[src/rtl/piso_4b_tx.sv]
// Parallel-in serial-out transmitter: a handshaked NBITS-bit word is shifted out LSB first on B.
// The last-bit cycle can accept the next word, so back-to-back words stream without gaps.
module piso_4b_tx #(
  parameter int NBITS = 4
) (
  input  logic             sclk,
  input  logic             rst_n,
  input  logic [NBITS-1:0] D,
  input  logic             load_valid,
  output logic             load_ready,
  output logic             B,
  output logic             busy,
  output logic             done
);

  localparam int CW = (NBITS > 1) ? $clog2(NBITS) : 1;
  localparam logic [CW-1:0] LAST = CW'(NBITS - 1);

  typedef enum logic {IDLE = 1'b0, SHIFT = 1'b1} state_t;

  state_t           state_reg, state_next;
  logic [CW-1:0]    cnt_reg, cnt_next;
  logic [NBITS-1:0] sreg_reg, sreg_next;
  logic             b_reg, b_next;
  logic             last_bit;
  logic             handshake;

  always_ff @(posedge sclk or negedge rst_n) begin
    if (!rst_n) begin
      state_reg <= IDLE;
      cnt_reg   <= '0;
      sreg_reg  <= '0;
      b_reg     <= 1'b0;
    end else begin
      state_reg <= state_next;
      cnt_reg   <= cnt_next;
      sreg_reg  <= sreg_next;
      b_reg     <= b_next;
    end
  end

  // Outputs are decoded only from registered state, never from D or load_valid.
  assign last_bit   = (state_reg == SHIFT) && (cnt_reg == LAST);
  assign load_ready = (state_reg == IDLE) || last_bit;
  assign handshake  = load_valid && load_ready;
  assign busy       = (state_reg == SHIFT);
  assign done       = last_bit;
  assign B          = b_reg;

  always_comb begin
    state_next = state_reg;
    cnt_next   = cnt_reg;
    sreg_next  = sreg_reg;
    b_next     = b_reg;
    if (handshake) begin
      // Bit 0 goes straight to the output register; the rest wait in the shifter.
      state_next = SHIFT;
      cnt_next   = '0;
      sreg_next  = D >> 1;
      b_next     = D[0];
    end else begin
      case (state_reg)
        SHIFT: begin
          if (cnt_reg < LAST) begin
            cnt_next  = cnt_reg + CW'(1);
            b_next    = sreg_reg[0];
            sreg_next = sreg_reg >> 1;
          end else begin
            // Also catches an out-of-range counter and returns it to IDLE.
            state_next = IDLE;
            cnt_next   = '0;
            sreg_next  = '0;
            b_next     = 1'b0;
          end
        end
        default: begin
          state_next = IDLE;
          cnt_next   = '0;
          sreg_next  = '0;
          b_next     = 1'b0;
        end
      endcase
    end
  end

endmodule

[config.mk]
export PLATFORM = sky130hd
export DESIGN_NAME = piso_4b_tx
export DESIGN_NICKNAME = d
export VERILOG_FILES = /design/src/rtl/piso_4b_tx.sv
export SDC_FILE = /design/constraint.sdc
export NUM_CORES = 1
export LEC_CHECK = 0
export ABC_AREA = 1
export CAP_MARGIN = 25
export CORE_AREA = 3 3 40 42
export CTS_CLUSTER_DIAMETER = 50
export CTS_CLUSTER_SIZE = 30
export DETAILED_ROUTE_END_ITERATION = 12
export DIE_AREA = 0 0 43 45
export GPL_ROUTABILITY_DRIVEN = 0
export GPL_TIMING_DRIVEN = 0
export HOLD_SLACK_MARGIN = 0.03
export PLACE_DENSITY = 0.55
export SLEW_MARGIN = 20
export SYNTH_ARGS = -nofsm -noshare
export SYNTH_HDL_FRONTEND = slang
export SYNTH_SLANG_ARGS = --single-unit
[constraint.sdc]
create_clock -name sclk -period 1.21 [get_ports sclk]
set_input_delay 0.242 -clock sclk [delete_from_list [all_inputs] [get_ports sclk]]
set_output_delay 0.242 -clock sclk [all_outputs]
set_load 0.01 [all_outputs]
# Yosys cells after proc, flatten, opt, wreduce, memory -nomap -nowiden
# Index checks and enable logic that the tools add are counted.
# word_totals
regBits	8
in_bits	7
wordCells	23
out_inout_bits	4
# classes
n_mux	12
bitwise	1
order_cmp	1
n_reduce_logical	3
add_sub_neg	1
n_eq_ne	1
# ops
operator	count
4-bit two-way mux	2
1-bit two-way mux	6
2-bit two-way mux	3
3-bit two-way mux	1
2-bit by 1-bit adder with 2-bit output (second input constant)	1
2-bit == test (second input constant)	1
1-bit logical AND	2
2-bit < comparator (second input constant)	1
1-bit logical OR	1
1-bit inverter	1

# Depth between registers and ports, before layout
# logic_depth
word_depth	5
ltp_mapped	6
mapped_depth_nobuf	6

# Worst setup path after synthesis
# OpenSTA, ideal clock, no wires.
# synth_path
path_type	register to register
startpoint	register cnt_reg[0]
endpoint	register state_reg (netlist: busy)
arrival_ns	0.858
setup_slack_ns	0.232
setup_ns	0.120
period_less_slack_ns	0.978
path_buffers	0
path_stages_with_launch	6
path_cell_list	dfrtp_1 -> ha_1 -> inv_1 -> nand2_4 -> nand2_4 -> nand2_1
# synth_via
elab_chain_len	5
elab_cells_between_ends	8
classes_between	order compare (1); eq/ne (1); mux (3); reduce/logical (3)
# synth_lines
element	line_no	text
start, declared	22	logic [CW-1:0] cnt_reg, cnt_next;
start signal, assigned	36	cnt_reg <= cnt_next;
2-bit == test	43	assign last_bit = (state_reg == SHIFT) && (cnt_reg == LAST);
1-bit logical AND	43	
1-bit logical OR	44	assign load_ready = (state_reg == IDLE) || last_bit;
named net load_ready	10	output logic load_ready,
1-bit logical AND	45	assign handshake = load_valid && load_ready;
1-bit two-way mux	55	if (handshake) begin
named net state_next	21	state_t state_reg, state_next;
end signal, assigned	35	state_reg <= state_next;
end, declared	21	
# The timed path passes the listed nets, and every way through them passes these cells.

# Final worst setup path
# layout_path
startpoint	register cnt_reg[0]
endpoint	output load_ready
# layout_via
elab_chain_len	3
# layout_lines
element	line_no
2-bit == test	43
1-bit logical AND	43
1-bit logical OR	44
end, declared	10
# Every way passes these cells.

==> flow_metrics.tcl <==
set metrics [dict create \
    regToRegStartpoint "cnt_reg[0]" \
    outcome "finished with violations" \
    ff2ff_setup_slack_ps 90 \
    final_layout_size_suffix_gt1_share_pct 24.5 \
    via_count_of_the_first_global_routing_pass 231 \
    startpoint_type "flop" \
    crit_path_cell_trace "ha_2, inv_2, nand2_4, buf_6" \
    powerDensity_mw_per_mm2 2120 \
    worst-slew-pin-transition_ps 321 \
    final_net_count 63 \
    fp.dieH_um 45 \
    crit-reg2reg-capture "sreg_reg[1]" \
    tritoncts.num_buffers 3 \
    fp-row-count 13 \
    post_synth_main_area_contributors "sky130_fd_sc_hd__dfrtp_1 (54%), sky130_fd_sc_hd__nand2_1 (12%), sky130_fd_sc_hd__inv_1 (8.1%)" \
    start_util_pct 25.3 \
    worst_ep_required_time_ps 970 \
    area_growth_syn_to_layout_pct 49.2 \
    syn_area_um2 325 \
    synth-seq-cells 7 \
    post_synth_inst_count 37 \
    fin_setup_tns_ps -181 \
    clk_pin_slew_worst_paths_ps 50 \
    rsz_0062_raised_after_global_routing "true" \
    failing_checks "negative setup slack" \
    yosysWarningCount 0 \
    post-synth-top-area-cell "sky130_fd_sc_hd__dfrtp_1" \
    antenna_found_initial 0 \
    largest_register_ffs 3 \
    crit_path_max_incr_delay_ps 400 \
    drt-initial-drc-count 3 \
    detail_route.vias_per_cell 4.03 \
    cts_max_path_bufs 2 \
    insertedDiodeCount 0 \
    antenna_viol_nets_final 0 \
    maxSlewViolCount 0 \
    grt_overflow 0 \
    worstPathMaxFanout 3 \
    insertion_delay_ps 250 \
    layout_common_cells "sky130_fd_sc_hd__nand2_1 (10), sky130_fd_sc_hd__dfrtp_1 (6), sky130_fd_sc_hd__inv_1 (6), sky130_fd_sc_hd__clkdlybuf4s50_1 (6), sky130_fd_sc_hd__nor2_1 (5)" \
    cts.htree.levels 1 \
    mean_instance_size_in_the_synthesized_netlist_um2 8.79 \
    timing_hold_violations_final 0 \
    synthesis.nets 46 \
    grt_max_degree 8 \
    vdd_drop_max_uv 1220 \
    worstSetupStartpoint "cnt_reg[0]" \
    post_route_wl_um 597 \
    total_power_uw 1030 \
    die_x_extent_um 43 \
    hold_path_class "primary input to asynchronous set/reset pin" \
    cts_num_sinks 7 \
    criticalPathCategory "flop to primary output" \
    grt_util_overall_pct 7.06 \
    reg2regPathDepth 7 \
    dr_total_vias 274 \
    timing.critical_path.to_type "primary output" \
    yosys.cell_types.count 8 \
    highest_clock_rate_mhz 769 \
    fp.dieArea_mm2 0.00194 \
    setup.worst_path.end "load_ready" \
    setup_viol 3 \
    final_clock_period_utilization_by_the_worst_path_pct 108 \
    final.setup.worst_slack_ps -91.1 \
    io_buffers 10 \
    critPathSlowestCell "sky130_fd_sc_hd__dfrtp_1" \
    synth.yosys.seq_area_share_pct 53.8 \
    wire_per_inst_um 8.78 \
    core_mm2 0.00128 \
    grt_pass1_wl_um 924 \
    cts_tree "yes" \
    post_cts_hold_buffer_count 0 \
    yosys.area.top_type_share_pct 53.8 \
    critPathArrivalTime_ps 1060 \
    cellLeakagePower_uw 0.000257 \
    max_cap_violations 0 \
    place_hpwl_um 440 \
    slew-limit-headroom_pct 78.5 \
    i_o_pin_total 11 \
    drt_pre_antenna_iters 4 \
    drc 0 \
    period_needed_ps 1300 \
    timing.clock.skew_ps 2.05 \
    clock-root-buffer "sky130_fd_sc_hd__clkbuf_4" \
    layout_commonest_cell "sky130_fd_sc_hd__nand2_1" \
]
-- cells in the mapped netlist, drive strengths merged --
cell type	count
inv	7
ha	2
nand3	3
dfrtp	7
a21oi	1
nand2	12
nor2	5
-- critical path: cells and delay by family, from the launching register on --
family	cells	cell delay [ps]
fa+ha+maj	1	180
buf+inv	2	180
flops	1	400
simple gates	1	50
-- routing by layer --
| metal | part of all wire, % | up-vias | global-route usage [%] |
|---|---|---|---|
| met5 | 0 | - | 0 |
| met4 | 1.5 | 0 | 5.42 |
| met3 | 8.4 | 2 | 3.98 |
| met2 | 50 | 10 | 10.8 |
| met1 | 40 | 119 | 7.18 |
| li1 | - | 143 | - |
-- worst min path at each step --
stage               depth (start not counted)       start  slack, ps          to
finish                                      1       rst_n        250           B
global route                                1       rst_n        280           B
CTS                                         1       rst_n        260           B
detailed placement                          1  cnt_reg[0]        460  cnt_reg[0]
global placement                            1  cnt_reg[0]        460  cnt_reg[0]
floorplan                                   0       rst_n        -50           B
-- layout make-up --
cell class / count / area (um^2)
repair buffers: 12 / 109
inverters: 7 / 26.3
well taps: 15 / 18.8
flip-flops and latches: 7 / 176
multi-input cells: 23 / 129
fillers: 130 / 800
clock buffers: 4 / 26.3
-- logic make-up (layout without fill, tap and decap cells) --
logic type / Yosys count / after routing / synth area share [%]
buf+inv: 7 / 23 / 8.08
compound gates: 1 / 1 / 1.54
fa+ha+maj: 2 / 2 / 7.69
simple gates: 20 / 20 / 28.8
flops: 7 / 7 / 53.8
-- per-stage QoR --
stage / cells / cell area [um^2] / utilization [%] / hold WS, ps / setup WS, ps
after floorplan: 37 / 325 / - / -53.6 / 232
after CTS: 68 / 485 / 37.8 / 263 / -104
after global placement: 62 / 444 / 34.6 / 460 / -282
final: 68 / 485 / 37.8 / 251 / -91.1
after detailed placement: 62 / 444 / 34.6 / 458 / -270
after global routing: 68 / 485 / 37.8 / 276 / -140
-- where the power goes --
group | switching, uW | internal, uW
sequential | 57.5 | 325
combinational | 227 | 211
clock | 81.0 | 125
total | 366 | 661
-- timing repair --
action | CTS | global route
endpoints found under the setup margin | 4 | 4
pin swaps | 3 | 0
buffers inserted | 2 | 0
resized for setup | 15 | 0
Power figures use the tool's default switching activity.
